===== src/rtl/oam_dma_ctrl.sv =====
// Sprite DMA bus master: on a CPU write to the DMA register, halts the 6502 and copies one page to PPU OAM.
// Latency: rdy drops the cycle after the trigger; 512 bus cycles plus HALT/ALIGN; the CPU is stalled via rdy.
module oam_dma_ctrl #(
    parameter int              ADDR_WIDTH    = 16,
    parameter int              REG_WIDTH     = 8,
    parameter logic [15:0]     DMA_REG_ADDR  = 16'h4014,
    parameter logic [15:0]     OAM_DATA_ADDR = 16'h2004,
    parameter int              XFER_LEN      = 256
) (
    input  logic                  phi0,
    input  logic                  reset,
    input  logic [ADDR_WIDTH-1:0] cpu_addr,
    input  logic [REG_WIDTH-1:0]  cpu_data_out,
    input  logic                  cpu_r_w_n,
    input  logic [REG_WIDTH-1:0]  bus_data_in,
    output logic                  rdy,
    output logic                  bus_grant,
    output logic [ADDR_WIDTH-1:0] dma_addr,
    output logic [REG_WIDTH-1:0]  dma_data_out,
    output logic                  dma_r_w_n,
    output logic                  dma_active
);

    localparam int IDX_W = $clog2(XFER_LEN);

    typedef enum logic [2:0] {
        S_IDLE,
        S_HALT,
        S_ALIGN,
        S_READ,
        S_WRITE
    } state_t;

    state_t               state_q, state_d;
    logic                 p_q;
    logic [REG_WIDTH-1:0] page_q, page_d;
    logic [IDX_W-1:0]     idx_q, idx_d;
    logic [REG_WIDTH-1:0] buf_q, buf_d;

    always_ff @(posedge phi0) begin
        if (reset) begin
            state_q <= S_IDLE;
            p_q     <= 1'b0;
            page_q  <= '0;
            idx_q   <= '0;
            buf_q   <= '0;
        end else begin
            state_q <= state_d;
            p_q     <= ~p_q;
            page_q  <= page_d;
            idx_q   <= idx_d;
            buf_q   <= buf_d;
        end
    end

    always_comb begin
        state_d = state_q;
        page_d  = page_q;
        idx_d   = idx_q;
        buf_d   = buf_q;
        case (state_q)
            S_IDLE: begin
                if (!cpu_r_w_n && cpu_addr == ADDR_WIDTH'(DMA_REG_ADDR)) begin
                    page_d  = cpu_data_out;
                    idx_d   = '0;
                    state_d = S_HALT;
                end
            end
            S_HALT: begin
                // The 6502 ignores rdy during writes, so wait for its first read cycle.
                // Exiting on p=1 puts every READ on a get slot.
                if (cpu_r_w_n) begin
                    state_d = p_q ? S_READ : S_ALIGN;
                end
            end
            S_ALIGN: begin
                state_d = S_READ;
            end
            S_READ: begin
                buf_d   = bus_data_in;
                state_d = S_WRITE;
            end
            S_WRITE: begin
                if (idx_q == IDX_W'(XFER_LEN - 1)) begin
                    state_d = S_IDLE;
                end else begin
                    idx_d   = idx_q + IDX_W'(1);
                    state_d = S_READ;
                end
            end
            default: begin
                state_d = S_IDLE;
            end
        endcase
    end

    assign rdy          = (state_q == S_IDLE);
    assign dma_active   = (state_q != S_IDLE);
    assign bus_grant    = (state_q == S_READ) || (state_q == S_WRITE);
    assign dma_r_w_n    = (state_q != S_WRITE);
    assign dma_data_out = (state_q == S_WRITE) ? buf_q : '0;

    always_comb begin
        dma_addr = '0;
        if (state_q == S_READ) begin
            dma_addr = ADDR_WIDTH'({page_q, idx_q});
        end else if (state_q == S_WRITE) begin
            dma_addr = ADDR_WIDTH'(OAM_DATA_ADDR);
        end
    end

endmodule

===== config.mk =====
export PLATFORM = sky130hd
export DESIGN_NAME = oam_dma_ctrl
export DESIGN_NICKNAME = d
export VERILOG_FILES = /design/src/rtl/oam_dma_ctrl.sv
export SDC_FILE = /design/constraint.sdc
export NUM_CORES = 1
export LEC_CHECK = 0
export ABC_AREA = 0
export CAP_MARGIN = 0
export CORE_MARGIN = 1
export CORE_UTILIZATION = 45
export DETAILED_ROUTE_END_ITERATION = 16
export PLACE_DENSITY = 0.91
export SYNTH_ARGS = -nofsm -noshare
export SYNTH_HDL_FRONTEND = slang
export SYNTH_SLANG_ARGS = --single-unit

===== constraint.sdc =====
create_clock -name phi0 -period 2.69 [get_ports phi0]
set_input_delay 0.538 -clock phi0 [delete_from_list [all_inputs] [get_ports phi0]]
set_output_delay 0.538 -clock phi0 [all_outputs]
set_load 0.02 [all_outputs]

==> flow_summary.toml, run 1 <==
[worst_setup_path]
worstSetupPathType = "reg -> out"
cp_max_fo = 14
start_kind = "flip-flop"
crit_path_end_kind = "primary output"
worst-r2r-cell-count = 6
reg2reg_to = "idx_q[2]"
regToRegSetupSlack_ns = 0.92
cp.arrival_ns = 2.05
cp.required_ns = 2.15
r2r_start = "state_q[0]"

[grt]
grt_pass1_wl_microns = 6189
antenna_found_initial = 0
grt_usage_pct = 23.13
overflow = 0
first_global_vias = 1427
grt_max_degree = 29

[placement]
place_congestion = 0.8474
dpl_cell_area_sq_mm = 0.002166
dpl.hpwl_microns = 2630
dp.cells = 291
portBuffers = 62

[yosys]
synth_area_leaders = "dfxtp_1 (38%), and2_1 (9.3%), nand2_1 (6.4%), a21oi_1 (6.1%), o211ai_1 (5.1%)"
yosys.cell_types.count = 36
synth.avg_cell_area_sq_um = 7.818
synthArstFlopShare_pct = 0
yosysSeqAreaShare_pct = 37.93
yosysTopAreaCell = "dfxtp_1"
synth_seq_cells = 28
synthTopCellsByCount = "dfxtp_1 (28), nand2_1 (25), and2_1 (22)"
yosys_warnings = 0
synthCells = 189
synthesis.area_sq_mm = 0.001478
synth_edf_count = 0
synthFlopType = "dfxtp_1"
synthesis.nets = 225
synth_most_common_cell = "dfxtp_1"
synth.top_cell.area_share_pct = 37.93

[timing]
clock_skew_ns = 0.002142
finalWorstPathRequiredPeriod_ns = 2.585
hold_viol = 0
finalCritPeriodShare_pct = 96.10
setup_viol = 0
fmax_mhz = 386.9
finalMaxSlewViolations = 0
tightest_slew_ns = 0.4734
slew_headroom_pct = 68.00

[power_and_ir_drop]
leakagePower_nw = 0.7502
swShare_pct = 19.24
net-switching-power_uw = 146.4
p_comb_share_pct = 8.8
p_total_uw = 760.9
clockPowerShare_pct = 36.5
p_seq_share_pct = 54.7
p_per_area_mw_per_mm2 = 339.8
vdd_drop_max_v = 0.0001980
p_int_uw = 614.6

[run_status]
outcome = "completed"

[min_path]
holdCritPathClass = "reg -> reg"
holdPathStages = 1
hp-start = "p_q"
whs_endpoint = "p_q"

[floorplanning]
die_y_microns = 59.31
die_w_microns = 59.31
row_count = 20
core_area_sq_mm = 0.003078
die_area_sq_mm = 0.003517
start_util_pct = 48.01
pin_count = 63

[finish]
drive_gt1_share_pct = 8.333
fin_cells = 296
syn_to_final_growth_pct = 51.57
nets = 289
num_antenna_cells = 0
postLayoutCellArea_sq_mm = 0.002240
multi_input_area_sq_um = 855.8
nFillCells = 272
seqCellArea_sq_um = 561.8

[clock_tree]
clkSinkCount = 28
cts_hold_buf = 0
clk_pin_slew_ns = 0.15
cts_root_buffer = "clkbuf_4"
clk_latency_ns = 0.34
clk_path_buf_depth = 2
cts_made_buffers = 3
cts_tree = "done"
htreeDepth = 1

[detailed_routing]
vias = 1595
antenna_left = 0
wl_per_cell_microns = 12.50
drt_wl_total_microns = 3701
drtIter0Drc = 54
drtPass1Iterations = 4
vias_per_cell = 5.389
drc = 0

[job]
max_cap_viol_count = 0
## stage by stage
stage / util [%] / setup TNS (ns) / setup slack [ns] / hold slack, ns
after CTS: 72.07 / 0 / 0.07379 / 0.4440
after global placement: 70.37 / 0 / 0.4267 / 0.4037
after global routing: 72.76 / -0.05108 / -0.01716 / 0.4633
after floorplan: - / 0 / 0.8746 / 0.3932
after detailed placement: 70.37 / 0 / 0.4052 / 0.4289
final: 72.76 / 0 / 0.1050 / 0.4367
## area by class of cell
| cell class | count | area share [%] |
|---|---|---|
| multi-input cells | 146 | 38.21 |
| inverters | 3 | 0.6145 |
| clock buffers | 3 | 1.006 |
| repair buffers | 71 | 31.28 |
| well taps | 44 | 2.458 |
| clock inverters | 1 | 1.341 |
| flip-flops and latches | 28 | 25.08 |
## repair_timing
action	in CTS	in global routing
gates resized for setup	0	1
hold endpoints to repair	0	0
buffers inserted	0	1
endpoints found under the setup margin	0	13
## layout by cell type (no fill, tap or decap), types with 3 or more instances in the layout
| cell type | count |
|---|---|
| clkbuf_4 | 3 |
| a21oi_1 | 18 |
| o211ai_1 | 10 |
| nand2_1 | 25 |
| nand3_1 | 7 |
| dfxtp_1 | 27 |
| buf_4 | 8 |
| and2_1 | 22 |
| clkdlybuf4s50_1 | 62 |
| a31oi_1 | 5 |
| nand3b_1 | 3 |
| nand4_1 | 11 |
| nor2_1 | 10 |
| o21ai_0 | 9 |
## routing by layer
layer / routed length, microns / global-route usage [%] / up-vias
met5: 0 / 0 / -
met1: 1605 / 28.77 / 732
met3: 146 / 3.712 / 6
met4: 51 / 8.163 / 0
met2: 1897 / 40.13 / 45
li1: - / - / 812
## registers in the layout, summed over array words and instances, names as in the netlist
signal   flops
idx_q        8
buf_q        8
state_q      3
page_q       8
p_q          1
## power groups by stage
| stage | Combinational (mW) | Clock (mW) | Sequential [mW] |
|---|---|---|---|
| 6_report | 0.0667 | 0.278 | 0.416 |
| 3_3_place_gp | 0.0659 | 0 | 0.425 |
| 5_1_grt | 0.0714 | 0.298 | 0.417 |
| 2_1_floorplan | 0.0120 | 0 | 0.425 |
| 3_5_place_dp | 0.0664 | 0 | 0.426 |
| 4_1_cts | 0.0670 | 0.284 | 0.417 |
## critical path, stage by stage, from the launching register on
cell and delay (ns):
dfxtp_1 0.51, and3b_1 0.24, buf_4 0.20, and2_1 0.16, clkdlybuf4s50_1 0.60
## logic make-up after synthesis
logic type	synth area share, %
adders and majority gates	0.8466
AOI/OAI and AO/OA	18.71
xor gates and xnor gates	0.5928
DFF	37.93
and+or+nand+nor	37.77
buffers and inverters	4.150
## how the worst max path moves through the flow
| stage | from | end | cells after the start |
|---|---|---|---|
| floorplan | state_q[0] | dma_active | 3 |
| global placement | cpu_addr[8] | state_q[1] | 5 |
| detailed placement | cpu_addr[0] | state_q[0] | 5 |
| CTS | state_q[2] | dma_data_out[0] | 3 |
| global route | state_q[0] | dma_addr[1] | 4 |
| finish | state_q[0] | dma_addr[12] | 4 |
(Power assumes the default switching activity.)
==> run 2, diff against run 1 <==
--- a/config.mk
+++ b/config.mk
@@ -10,6 +10,7 @@
 export CORE_MARGIN = 1
 export CORE_UTILIZATION = 45
 export DETAILED_ROUTE_END_ITERATION = 16
+export GPL_ROUTABILITY_DRIVEN = 0
 export PLACE_DENSITY = 0.91
 export SYNTH_ARGS = -nofsm -noshare
 export SYNTH_HDL_FRONTEND = slang
==> results of run 2 <==
Same layout as run 1: the final DEF is identical, and so are final timing and power.
==> run 3, diff against run 2 <==
==> config.mk (replaced) <==
export PLATFORM = sky130hd
export DESIGN_NAME = oam_dma_ctrl
export DESIGN_NICKNAME = d
export VERILOG_FILES = /design/src/rtl/oam_dma_ctrl.sv
export SDC_FILE = /design/constraint.sdc
export NUM_CORES = 1
export LEC_CHECK = 0
export ABC_AREA = 1
export CAP_MARGIN = 0
export CORE_MARGIN = 1
export CORE_UTILIZATION = 47
export DETAILED_ROUTE_END_ITERATION = 16
export GPL_ROUTABILITY_DRIVEN = 0
export PLACE_DENSITY = 0.93
export SYNTH_ARGS = -nofsm -noshare
export SYNTH_HDL_FRONTEND = slang
export SYNTH_SLANG_ARGS = --single-unit
==> run 3 against run 2 <==
Worst setup slack better by 0.093 ns; synthesized cell count rose by 30%; total power increased by 0.54%; critical path depth grew 1; via count grew 3.9%; sequential cell count is the same; register-to-register slack gained 0.30 ns; combinational power up 12%; clock power shrank 1%; largest cell class unchanged; largest power group unchanged.
==> flow_summary.toml, run 3 <==
[yosys]
synthesis.nets = 282
synthFlopType = "dfxtp_1"
synth.avg_cell_area_sq_um = 6.470
yosysSeqAreaShare_pct = 35.22
yosys_warnings = 0
synthTopCellsByCount = "nor2_1 (70), inv_1 (37), nand2_1 (32)"
synthesis.area_sq_mm = 0.001592
synth_most_common_cell = "nor2_1"
synthCells = 246
synth_seq_cells = 28
yosys.cell_types.count = 27
synth.top_cell.area_share_pct = 35.22
synthArstFlopShare_pct = 0
synth_edf_count = 0
yosysTopAreaCell = "dfxtp_1"
synth_area_leaders = "dfxtp_1 (35%), nor2_1 (17%), inv_1 (8.7%), nand2_1 (7.5%), o21ai_2 (5.0%)"

[clock_tree]
clk_latency_ns = 0.33
cts_made_buffers = 3
clk_pin_slew_ns = 0.14
cts_tree = "done"
clkSinkCount = 28
htreeDepth = 1
cts_root_buffer = "clkbuf_4"
clk_path_buf_depth = 2

[timing]
tightest_slew_ns = 0.4160
slew_headroom_pct = 72.24
rsz0062_at_grt = "no"
setup_viol = 0
clock_skew_ns = 0.006063
fmax_mhz = 401.4
finalCritPeriodShare_pct = 92.62
tns_ns = 0
finalWorstPathRequiredPeriod_ns = 2.492
finalMaxSlewViolations = 0
hold_viol = 0

[worst_setup_path]
start_kind = "flip-flop"
crit_slowest_cell = "clkdlybuf4s50_1"
reg2reg_to = "state_q[0]"
regToRegSetupSlack_ns = 1.22
worst-r2r-cell-count = 7
max_stage_delay_ns = 0.61
cp.required_ns = 2.15
cp_max_fo = 32
path_cells = "nand2_1 > nor2_2 > inv_4 > nor2_1 > clkdlybuf4s50_1"
cp.arrival_ns = 1.95
worstSetupPathType = "reg -> out"
crit_path_end_kind = "primary output"
r2r_start = "state_q[0]"

[power_and_ir_drop]
vdd_drop_max_v = 0.0002104
p_per_area_mw_per_mm2 = 334.8
clockPowerShare_pct = 35.8
p_seq_share_pct = 54.4
swShare_pct = 19.23
p_comb_share_pct = 9.8
net-switching-power_uw = 147.1
p_total_uw = 765.0
p_int_uw = 617.9
leakagePower_nw = 0.8748

[detailed_routing]
drtPass1Iterations = 4
vias_per_cell = 4.748
drc = 0
wl_per_cell_microns = 10.43
drtIter0Drc = 89
drt_wl_total_microns = 3640
antenna_left = 0
vias = 1657

[grt]
first_global_vias = 1581
grt_usage_pct = 23.02
overflow = 0
antenna_found_initial = 0
grt_pass1_wl_microns = 6327
grt_max_degree = 33

[finish]
drive_gt1_share_pct = 10.49
nets = 342
final_cell_mix = "nor2_1 (70), clkdlybuf4s50_1 (62), inv_1 (37)"
final_common_cell = "nor2_1"
syn_to_final_growth_pct = 43.55
num_antenna_cells = 0
top_regs = "buf_q: 8 flops, idx_q: 8 flops, page_q: 8 flops"
fin_util_pct = 73.04

[min_path]
holdCritPathClass = "reg -> reg"
hp-start = "p_q"
holdPathStages = 1
whs_endpoint = "p_q"

[placement]
portBuffers = 62
dpl.hpwl_microns = 2860

[floorplanning]
core_area_sq_mm = 0.003128
start_util_pct = 50.88
die_y_microns = 60.19
pin_count = 63
row_count = 20
die_w_microns = 60.19
die_area_sq_mm = 0.003623

[run_status]
outcome = "completed"

[job]
max_cap_viol_count = 0
[run 3: layout make-up]
cell class / count / area, sq um
Sequential cell: 28 / 560.5
Tap cell: 44 / 55.05
Timing Repair Buffer: 63 / 628.1
Inverter: 41 / 157.7
Multi-Input combinational cell: 169 / 830.8
Clock inverter: 1 / 30.03
Fill cell: 256 / 843.3
Clock buffer: 3 / 22.52
[run 3: routing by layer]
| metal | share of wire (%) | track usage, % |
|---|---|---|
| met3 | 4.0 | 3.896 |
| met1 | 42 | 25.23 |
| met2 | 53 | 43.49 |
| met5 | 0 | 0 |
| met4 | 1.2 | 8.306 |
[run 3: through the flow]
stage,hold slack [ns],setup slack [ns],cells,area (sq um)
after floorplan,0.3928,1.026,246,1592
after global placement,0.4098,0.5749,345,2230
after detailed placement,0.4052,0.5050,345,2230
after CTS,0.4270,0.1028,349,2282
after global routing,0.4550,0.06561,349,2285
final,0.4242,0.1985,349,2285
[run 3: worst max-delay path by stage]
stage                          start         endpoint  slack, ns
after floorplan           state_q[2]  dma_data_out[1]       1.03
after global placement    state_q[1]      dma_addr[0]       0.57
after detailed placement  state_q[1]      dma_addr[9]       0.51
after CTS                 state_q[1]      dma_addr[9]       0.10
after global routing      state_q[1]      dma_addr[9]       0.07
final                     state_q[1]      dma_addr[9]       0.20
[run 3: repair_timing]
action                                  in CTS  in global routing
buffers inserted                             0                  0
endpoints found under the setup margin       0                  1
hold buffers                                 0                  0
hold endpoints to repair                     0                  0
gates resized for setup                      0                  2
[run 3: power by group through the flow]
stage | clock network, mW | registers, mW | logic (mW)
after floorplan | 0 | 0.425 | 0.0203
after global placement | 0 | 0.425 | 0.0734
after detailed placement | 0 | 0.425 | 0.0752
after CTS | 0.280 | 0.416 | 0.0752
after global routing | 0.294 | 0.417 | 0.0831
final | 0.274 | 0.416 | 0.0748
[run 3: kinds of logic after synthesis]
| kind of cell | after synthesis | share of synthesized area [%] |
|---|---|---|
| flip-flops | 28 | 35.22 |
| AND/OR/NAND/NOR | 130 | 35.93 |
| adder cells (fa/ha/maj) | 1 | 0.7860 |
| XOR/XNOR | 1 | 0.5504 |
| buffers and inverters | 49 | 12.58 |
| AO/OA/AOI/OAI | 37 | 14.94 |
[run 3: critical path: cells and delay by family, from the launching register on]
family,cells,cell delay (ns)
AND/OR/NAND/NOR,3,0.42
flip-flops,1,0.44
buffers and inverters,2,0.76
